==> src/rtl/bpu_update_ctrl.sv <==
// Branch prediction cache update controller: sole writer of the prediction
// cache. Runs the invalidation sweep after reset / flush-all and applies
// queued execute-stage resolutions as read-modify-write updates.
module bpu_update_ctrl #(
    parameter int unsigned CACHE_SIZE = 16,
    parameter int unsigned WIDTH      = 32,
    parameter int unsigned FIFO_DEPTH = 2,
    localparam int unsigned IDX_W     = $clog2(CACHE_SIZE),
    localparam int unsigned TAG_W     = WIDTH - IDX_W - 2
) (
    input  logic             clk,
    input  logic             rst,
    // resolution input from execute
    input  logic             upd_valid_i,
    input  logic [WIDTH-1:0] upd_pc_i,
    input  logic [WIDTH-1:0] upd_target_i,
    input  logic             upd_taken_i,
    output logic             upd_ready_o,
    input  logic             flush_all_i,
    // cache read port
    output logic             rd_en_o,
    output logic [IDX_W-1:0] rd_idx_o,
    input  logic             rd_valid_i,
    input  logic [TAG_W-1:0] rd_tag_i,
    input  logic [1:0]       rd_ctr_i,
    input  logic [WIDTH-1:0] rd_target_i,
    // cache write port
    output logic             wr_en_o,
    output logic [IDX_W-1:0] wr_idx_o,
    output logic             wr_valid_o,
    output logic [TAG_W-1:0] wr_tag_o,
    output logic [WIDTH-1:0] wr_target_o,
    output logic [1:0]       wr_ctr_o,
    output logic             busy_o
);

    // Word-aligned PCs: only pc[WIDTH-1:2] is carried through the pipeline.
    localparam int unsigned PC_W  = WIDTH - 2;
    localparam int unsigned PTR_W = $clog2(FIFO_DEPTH);
    localparam int unsigned CNT_W = PTR_W + 1;

    typedef enum logic [1:0] {
        S_INIT   = 2'd0,
        S_IDLE   = 2'd1,
        S_LOOKUP = 2'd2,
        S_WRITE  = 2'd3
    } state_t;

    state_t state;
    state_t state_next;

    logic [IDX_W-1:0] sweep_cnt;
    logic             sweep_last;

    // resolution FIFO
    logic [PC_W-1:0]  fifo_pc     [FIFO_DEPTH];
    logic [WIDTH-1:0] fifo_target [FIFO_DEPTH];
    logic             fifo_taken  [FIFO_DEPTH];
    logic [PTR_W-1:0] wr_ptr;
    logic [PTR_W-1:0] rd_ptr;
    logic [CNT_W-1:0] fifo_cnt;
    logic             fifo_empty;
    logic             fifo_full;
    logic             push;
    logic             pop;
    logic [PC_W-1:0]  head_pc;

    // working entry under lookup
    logic [PC_W-1:0]  work_pc;
    logic [WIDTH-1:0] work_target;
    logic             work_taken;
    logic [IDX_W-1:0] work_idx;
    logic [TAG_W-1:0] work_tag;

    // lookup decision
    logic             hit;
    logic             need_write;
    logic [1:0]       ctr_inc;
    logic [1:0]       ctr_dec;
    logic [1:0]       ctr_new;
    logic [WIDTH-1:0] target_new;

    // next values of the registered outputs
    logic             wr_en_n;
    logic [IDX_W-1:0] wr_idx_n;
    logic             wr_valid_n;
    logic [TAG_W-1:0] wr_tag_n;
    logic [WIDTH-1:0] wr_target_n;
    logic [1:0]       wr_ctr_n;
    logic             busy_n;

    // Low PC bits are always zero for aligned instructions and are not kept.
    logic unused_pc_lsbs;
    assign unused_pc_lsbs = ^upd_pc_i[1:0];

    assign sweep_last = (sweep_cnt == IDX_W'(CACHE_SIZE - 1));
    assign fifo_empty = (fifo_cnt == '0);
    assign fifo_full  = (fifo_cnt == CNT_W'(FIFO_DEPTH));
    assign head_pc    = fifo_pc[rd_ptr];
    assign push       = upd_valid_i & upd_ready_o;
    assign pop        = (state == S_IDLE) & ~fifo_empty & ~flush_all_i;
    assign work_idx   = work_pc[IDX_W-1:0];
    assign work_tag   = work_pc[PC_W-1:IDX_W];

    // State register
    always_ff @(posedge clk or negedge rst) begin
        if (!rst) begin
            state <= S_INIT;
        end else begin
            state <= state_next;
        end
    end

    // Next-state logic; flush-all overrides every state
    always_comb begin
        state_next = state;
        if (flush_all_i) begin
            state_next = S_INIT;
        end else begin
            case (state)
                S_INIT:   if (sweep_last) state_next = S_IDLE;
                S_IDLE:   if (!fifo_empty) state_next = S_LOOKUP;
                S_LOOKUP: state_next = need_write ? S_WRITE : S_IDLE;
                S_WRITE:  state_next = S_IDLE;
                default:  state_next = S_INIT;
            endcase
        end
    end

    // Lookup decode: hit detection and saturating counter update
    always_comb begin
        hit        = rd_valid_i & (rd_tag_i == work_tag);
        need_write = hit | work_taken;
        ctr_inc    = (rd_ctr_i == 2'b11) ? 2'b11 : rd_ctr_i + 2'd1;
        ctr_dec    = (rd_ctr_i == 2'b00) ? 2'b00 : rd_ctr_i - 2'd1;
        ctr_new    = 2'b10;
        target_new = work_target;
        if (hit) begin
            ctr_new = work_taken ? ctr_inc : ctr_dec;
            if (!work_taken) begin
                target_new = rd_target_i;
            end
        end
    end

    // Output logic: combinational read/ready plus next values of write port
    always_comb begin
        upd_ready_o = ~fifo_full & ~flush_all_i;
        rd_en_o     = (state == S_IDLE) & ~fifo_empty;
        rd_idx_o    = head_pc[IDX_W-1:0];
        wr_en_n     = 1'b0;
        wr_idx_n    = '0;
        wr_valid_n  = 1'b0;
        wr_tag_n    = '0;
        wr_target_n = '0;
        wr_ctr_n    = '0;
        busy_n      = 1'b0;
        if (flush_all_i) begin
            // restart sweep at index 0, cancelling any pending update write
            wr_en_n = 1'b1;
            busy_n  = 1'b1;
        end else begin
            case (state)
                S_INIT: begin
                    if (!sweep_last) begin
                        wr_en_n  = 1'b1;
                        wr_idx_n = sweep_cnt + IDX_W'(1);
                        busy_n   = 1'b1;
                    end
                end
                S_LOOKUP: begin
                    if (need_write) begin
                        wr_en_n     = 1'b1;
                        wr_idx_n    = work_idx;
                        wr_valid_n  = 1'b1;
                        wr_tag_n    = work_tag;
                        wr_target_n = target_new;
                        wr_ctr_n    = ctr_new;
                    end
                end
                default: begin
                end
            endcase
        end
    end

    // Registered write port and busy flag; reset presents sweep index 0
    always_ff @(posedge clk or negedge rst) begin
        if (!rst) begin
            wr_en_o     <= 1'b1;
            wr_idx_o    <= '0;
            wr_valid_o  <= 1'b0;
            wr_tag_o    <= '0;
            wr_target_o <= '0;
            wr_ctr_o    <= '0;
            busy_o      <= 1'b1;
        end else begin
            wr_en_o     <= wr_en_n;
            wr_idx_o    <= wr_idx_n;
            wr_valid_o  <= wr_valid_n;
            wr_tag_o    <= wr_tag_n;
            wr_target_o <= wr_target_n;
            wr_ctr_o    <= wr_ctr_n;
            busy_o      <= busy_n;
        end
    end

    // Sweep counter: advances only while sweeping, cleared otherwise
    always_ff @(posedge clk or negedge rst) begin
        if (!rst) begin
            sweep_cnt <= '0;
        end else if (flush_all_i || state != S_INIT) begin
            sweep_cnt <= '0;
        end else begin
            sweep_cnt <= sweep_cnt + IDX_W'(1);
        end
    end

    // FIFO pointers and occupancy; flush-all empties the queue
    always_ff @(posedge clk or negedge rst) begin
        if (!rst) begin
            wr_ptr   <= '0;
            rd_ptr   <= '0;
            fifo_cnt <= '0;
        end else if (flush_all_i) begin
            wr_ptr   <= '0;
            rd_ptr   <= '0;
            fifo_cnt <= '0;
        end else begin
            if (push) wr_ptr <= wr_ptr + PTR_W'(1);
            if (pop)  rd_ptr <= rd_ptr + PTR_W'(1);
            case ({push, pop})
                2'b10:   fifo_cnt <= fifo_cnt + CNT_W'(1);
                2'b01:   fifo_cnt <= fifo_cnt - CNT_W'(1);
                default: fifo_cnt <= fifo_cnt;
            endcase
        end
    end

    // FIFO storage
    always_ff @(posedge clk) begin
        if (push) begin
            fifo_pc[wr_ptr]     <= upd_pc_i[WIDTH-1:2];
            fifo_target[wr_ptr] <= upd_target_i;
            fifo_taken[wr_ptr]  <= upd_taken_i;
        end
    end

    // Working register: captures the FIFO head as it is popped
    always_ff @(posedge clk or negedge rst) begin
        if (!rst) begin
            work_pc     <= '0;
            work_target <= '0;
            work_taken  <= 1'b0;
        end else if (pop) begin
            work_pc     <= head_pc;
            work_target <= fifo_target[rd_ptr];
            work_taken  <= fifo_taken[rd_ptr];
        end
    end

endmodule

==> config.mk <==
export PLATFORM = sky130hd
export DESIGN_NAME = bpu_update_ctrl
export DESIGN_NICKNAME = d
export VERILOG_FILES = /design/src/rtl/bpu_update_ctrl.sv
export SDC_FILE = /design/constraint.sdc
export NUM_CORES = 1
export LEC_CHECK = 0
export CAP_MARGIN = 30
export CORE_ASPECT_RATIO = 0.5
export CORE_MARGIN = 10
export CORE_UTILIZATION = 46
export CTS_CLUSTER_SIZE = 20
export DETAILED_ROUTE_END_ITERATION = 8
export PLACE_DENSITY = 0.86
export SLEW_MARGIN = 10
export SYNTH_ARGS = -nofsm -noshare
export SYNTH_HDL_FRONTEND = slang
export SYNTH_SLANG_ARGS = --single-unit
==> constraint.sdc <==
create_clock -name clk -period 3.8 [get_ports clk]
set_input_delay 0.57 -clock clk [delete_from_list [all_inputs] [get_ports clk]]
set_output_delay 0.57 -clock clk [all_outputs]
set_load 0.02 [all_outputs]
# Word level (Yosys, flattened, before mapping)
# Memories as Yosys holds them, arrays and structs flattened. A register that Yosys moved wholly into a read port is not among the register bits.
# Index checks and enable logic that the tools add are counted.
[classes]
add_sub_neg = 7
n_mul = 0
div = 0
order_cmp = 0
eq_ne = 11
shift = 0
muxes = 41
n_bitwise = 9
reduce_logical = 11
[op_table]
columns = ["op", "n"]
rows = [
  ["$mux W32", 5],
  ["$mux W26", 3],
  ["$eq A26 B26 Y1", 1],
  ["$mux W2", 12],
  ["$mux W4", 4],
  ["$mux W1", 13],
  ["$eq A2 B2 Y1 const B", 5],
  ["$pmux W2 S4", 1],
  ["$pmux W4 S2", 1],
  ["$logic_not A2 Y1", 3],
  ["$ne A3 B3 Y1 const B", 2],
  ["$reduce_bool A2 Y1", 3],
  ["$and A1 B1 Y1", 5],
  ["$add A2 B1 Y2 const B", 2],
  ["$add A4 B1 Y4 const B", 1],
  ["$eq A2 B1 Y1 const B", 2],
  ["$eq A4 B4 Y1 const B", 1],
  ["$pmux W2 S2", 1],
  ["$sub A2 B1 Y2 const B", 2],
  ["$not A1 Y1", 3],
  ["$reduce_bool A3 Y1", 1],
  ["$add A1 B1 Y1 const B", 2],
  ["$logic_not A1 Y1", 2],
  ["$pmux W1 S2", 1],
  ["3 further kinds", 3],
]
[totals]
regBits = 107
latch_bits = 0
mem_bits_rw = 126
mem_bits_ro = 0
output_inout_bits = 73
word_cells = 95
mem_count = 3
[mem_list]
columns = ["memory", "words", "width", "read_ports", "rd_clocked_by_memory_dff", "wr", "line", "source"]
rows = [
  ["fifo_target", 2, 32, 1, 1, 1, "57", "logic [WIDTH-1:0] fifo_target [FIFO_DEPTH];"],
  ["fifo_pc", 2, 30, 1, 0, 1, "56", "logic [PC_W-1:0] fifo_pc [FIFO_DEPTH];"],
  ["fifo_taken", 2, 1, 1, 1, 1, "58", "logic fifo_taken [FIFO_DEPTH];"],
]

# Depth between registers and ports, before layout
[depth]
ltp_word = 7
ltp_mapped = 9
mapped_depth_nobuf = 7

# Least setup slack after synthesis
# OpenSTA, ideal clock, no wires.
[synth_timing]
path_type = "input -> register"
from = "input port flush_all_i"
to = "memory fifo_pc[0][0] (netlist name), enable pin"
setup_ns = 0.484
t_arrival_ns = 3.862
t_required_ns = 3.316
setup_slack_ns = -0.547
cell_stages = 4
path_buffers = 1
cell_sequence = "clkbuf_1 -> nor2_1 -> nand2_1 -> nor2_1"
[synth_between]
elab_chain_cells = 5
[synth_lines]
columns = ["item", "line", "source"]
rows = [
  ["start, declared", "19", "input logic flush_all_i,"],
  ["$not A1 Y1", "148", "upd_ready_o = ~fifo_full & ~flush_all_i;"],
  ["$and A1 B1 Y1", "148", ""],
  ["via upd_ready_o", "18", "output logic upd_ready_o,"],
  ["$and A1 B1 Y1", "100", "assign push = upd_valid_i & upd_ready_o;"],
  ["$mux W1", "242", "if (push) begin"],
  ["$mux W1 (not written as such)", "243", "fifo_pc[wr_ptr] <= upd_pc_i[WIDTH-1:2];"],
  ["end, declared", "56", ""],
]
# The timed path passes the listed nets, and every way through them passes these cells.

# Final worst setup path
[layout_timing]
from = "register rd_ptr"
to = "output port rd_idx_o[0]"
[layout_between]
elab_chain_cells = 1
[layout_lines]
columns = ["item", "line", "source"]
rows = [
  ["start, declared", "60", "logic [PTR_W-1:0] rd_ptr;"],
  ["start signal, assigned", "231", "if (pop) rd_ptr <= rd_ptr + PTR_W'(1);"],
  ["$mem_v2 Z2 W30", "--", ""],
  ["end, declared", "22", "output logic [IDX_W-1:0] rd_idx_o,"],
]
# Every way passes these cells.

==> flow_metrics.tcl <==
set metrics [dict create \
    status "complete, but fails checks" \
    violations "negative hold slack" \
    p_sw_mw 1.810 \
    wl_met3_um 870 \
    fmax_mhz 345.0 \
    synth_top_family_by_area "simple AND/OR/NAND/NOR gates" \
    rsz0062_at_grt "false" \
    grt_overflow 0 \
    crit_fanout 34 \
    grt_max_degree 73 \
    cap_violations 0 \
    fp.dieH_um 123.8 \
    internal_power_mw 5.335 \
    dp_hpwl_mm 16.99 \
    viasPerCell 5.308 \
    critPathLaunchType "flip-flop" \
    drive_gt1_frac 0.07062 \
    place_ws_ps 828.6 \
    synthSimpleGateAreaFrac 0.07100 \
    routed_wl_mm 24.67 \
    dieArea_um2 28150 \
    fin_ws_ps 901.6 \
    stdcell_count 1154 \
    core_area_um2 20830 \
    wl_met1_mm 9.124 \
    path_clk_slew_ps 60 \
    finalSetupTns_ps 0 \
    num_vias 6125 \
    slowest_stage "dfrtp_4" \
    ys_seq_elements 266 \
    synth_xor_area_frac 0.02653 \
    drc 0 \
    clock_sinks 266 \
    worstSetupPathType "flip-flop to output port" \
    postCtsSetupBuffers 0 \
    first_pass_iters 4 \
    crit_chain "mux2_2 -> clkdlybuf4s50_1" \
    synthToLayoutAreaGrowth_pct 31.45 \
    ys.flop_type "dfrtp_1" \
    irDropWorstVdd_v 0.0003009 \
    netSwitchingFraction 0.2533 \
    synthesis.area_um2 9903 \
    io_buffers 200 \
    cts_hold_buffers 0 \
    antenna_found_initial 3 \
    num_rows 37 \
    p_comb_frac 0.136 \
    slew_headroom 0.4779 \
    syn_nets 796 \
    cp.required_ps 3230 \
    hold_violations 3 \
    seq_power_share 0.527 \
    critPathTopFamily "flip-flops" \
    synth_edf_count 126 \
    first_global_vias 6426 \
    hold_class "primary input to async pin" \
    drv_slew 0 \
    synthArstFlopShare 0.5263 \
    synth_cells 662 \
    cpPeakStageDelay_ps 810 \
    dp_cells 1108 \
    gp_congestion 0.8421 \
    routed-wl-met2_mm 13.67 \
    synth.distinct_cells 44 \
    synth_compound_area_frac 0.07025 \
    setup_violations 0 \
    wl_per_cell_um 21.38 \
    finalNetCount 995 \
    cts_tree "built" \
    yosys_warnings 0 \
    grt_pass1_wl_mm 36.55 \
    p_leak_nw 4.979 \
    initial_utilization 0.4754 \
    tightest_slew_ps 783.2 \
    htreeDepth 1 \
    power.density_nw_per_um2 548.9 \
    fin_crit_sh 0.7627 \
    post-route-min-period_ps 2898 \
    cts_made_buffers 24 \
    die_w_um 227.5 \
    path_buf_inv 1 \
    synth-seq-area-share 0.7361 \
    cts-resized-gates 0 \
    antenna_left 0 \
    drt_iter0_drc 484 \
    finalClockSkew_ps 15.83 \
    cp_data_arrival_time_ps 2330 \
    groute.usage.overall 0.1692 \
    clockPowerShare 0.337 \
    clockBufferDepth 3 \
    clk_latency_ps 510 \
    synthMuxAreaShare 0.06873 \
    synthAdderAreaFrac 0.006064 \
    root_buffer "clkbuf_16" \
    crit_path_end_kind "output port" \
    highest_layer "met4" \
    synth_area_per_cell_um2 14.96 \
    pin_count 203 \
    worst_hold_slack_ps -3.992 \
]
-- per-layer routing --
metal | vias to the layer above | global-route usage
met5 | - | 0
met1 | 3133 | 0.1881
met2 | 145 | 0.3226
met4 | 0 | 0.06992
met3 | 56 | 0.02581
li1 | 2791 | -
-- through the flow --
stage	cell area, um^2	hold WS (ps)	util	power, mW
6_report	13020	-3.992	0.6249	7.146
5_1_grt	13020	21.31	0.6249	7.446
4_1_cts	13010	11.79	0.6245	7.191
3_5_place_dp	12220	475.1	0.5864	4.772
3_3_place_gp	12190	461.4	0.5851	4.672
2_1_floorplan	9906	274.4	-	4.299
-- kinds of logic after synthesis --
kind of cell | after synthesis
buf+inv | 46
flops | 266
mux | 67
simple gates | 137
fa+ha+maj | 5
xor+xnor | 30
compound gates | 111
-- synthesized netlist by cell type (3+ instances only) --
library cell,count,area share
o21ai_1,33,0.017
clkbuf_1,24,0.0091
edfxtp_1,126,0.38
ha_1,4,0.0051
inv_1,7,0.0027
dfrtp_1,138,0.35
mux2i_1,59,0.060
o22ai_1,5,0.0032
mux2_2,4,0.0045
a21oi_1,4,0.0020
xor2_1,6,0.0053
buf_1,7,0.0027
buf_4,4,0.0030
mux2_1,4,0.0045
a22o_1,32,0.028
nand2b_1,4,0.0025
o21ai_0,31,0.016
xnor2_1,24,0.021
nor2_1,16,0.0061
nand2_1,70,0.027
nor3b_1,25,0.019
buf_6,3,0.0034
nand4_1,7,0.0044
-- state kept, by name (all words and copies together), names as in the netlist, 4 cells and up --
signal / cells
wr_target_o: 32
wr_idx_o: 4
work_pc: 30
fifo_pc: 60
sweep_cnt: 4
wr_tag_o: 26
work_target: 32
fifo_target: 64
-- power by group through the flow --
stage	logic [mW]	clock network, mW	registers (mW)
after CTS	0.980	2.45	3.76
after global routing	1.08	2.55	3.81
after detailed placement	0.966	0	3.81
after global placement	0.895	0	3.78
final	0.972	2.41	3.76
after floorplan	0.596	0	3.70
-- layout by cell type (no fill, tap or decap), types with 9 or more instances in the layout --
master,n
nand2_1,70
o21ai_0,31
nor2_1,15
mux2i_1,59
o21ai_1,33
clkbuf_16,25
xnor2_1,24
a22o_1,32
edfxtp_1,126
nor3b_1,25
clkdlybuf4s50_1,199
dfrtp_1,137
buf_4,9
-- worst register-to-register path: stages (launching register included) --
cell,delay [ps]
dfrtp_1,420
xnor2_1,360
nand4_1,190
or4_4,600
nor4_4,260
buf_4,400
a22o_1,220
-- final timing paths --
path                                              from                     endpoint  slack [ps]  depth (start not counted)
hold / removal                                     rst     wr_target_o[5]$_DFF_PN0_          -4                          1
min in group clk           work_target[12]$_DFFE_PN0P_  work_target[12]$_DFFE_PN0P_         490                          2
setup reg to reg                work_pc[5]$_DFFE_PN0P_     wr_target_o[4]$_DFF_PN0_        1280                          6
hold reg to reg            work_target[12]$_DFFE_PN0P_  work_target[12]$_DFFE_PN0P_         490                          2
setup / recovery                    rd_ptr$_DFFE_PN0P_                  rd_idx_o[0]         900                          2
max in group asynchronous                          rst      work_pc[24]$_DFFE_PN0P_        2820                          3
-- layout make-up --
class / instances / area [um^2]
tap: 273 / 341.6
timing repair buffer: 212 / 2138
multi-input combinational: 350 / 2417
fill: 1472 / 7815
antenna: 3 / 7.507
clock buffer: 34 / 699.4
sequential: 266 / 7293
inverter: 7 / 26.28
clock inverter: 9 / 93.84
Power figures use the tool's default switching activity.
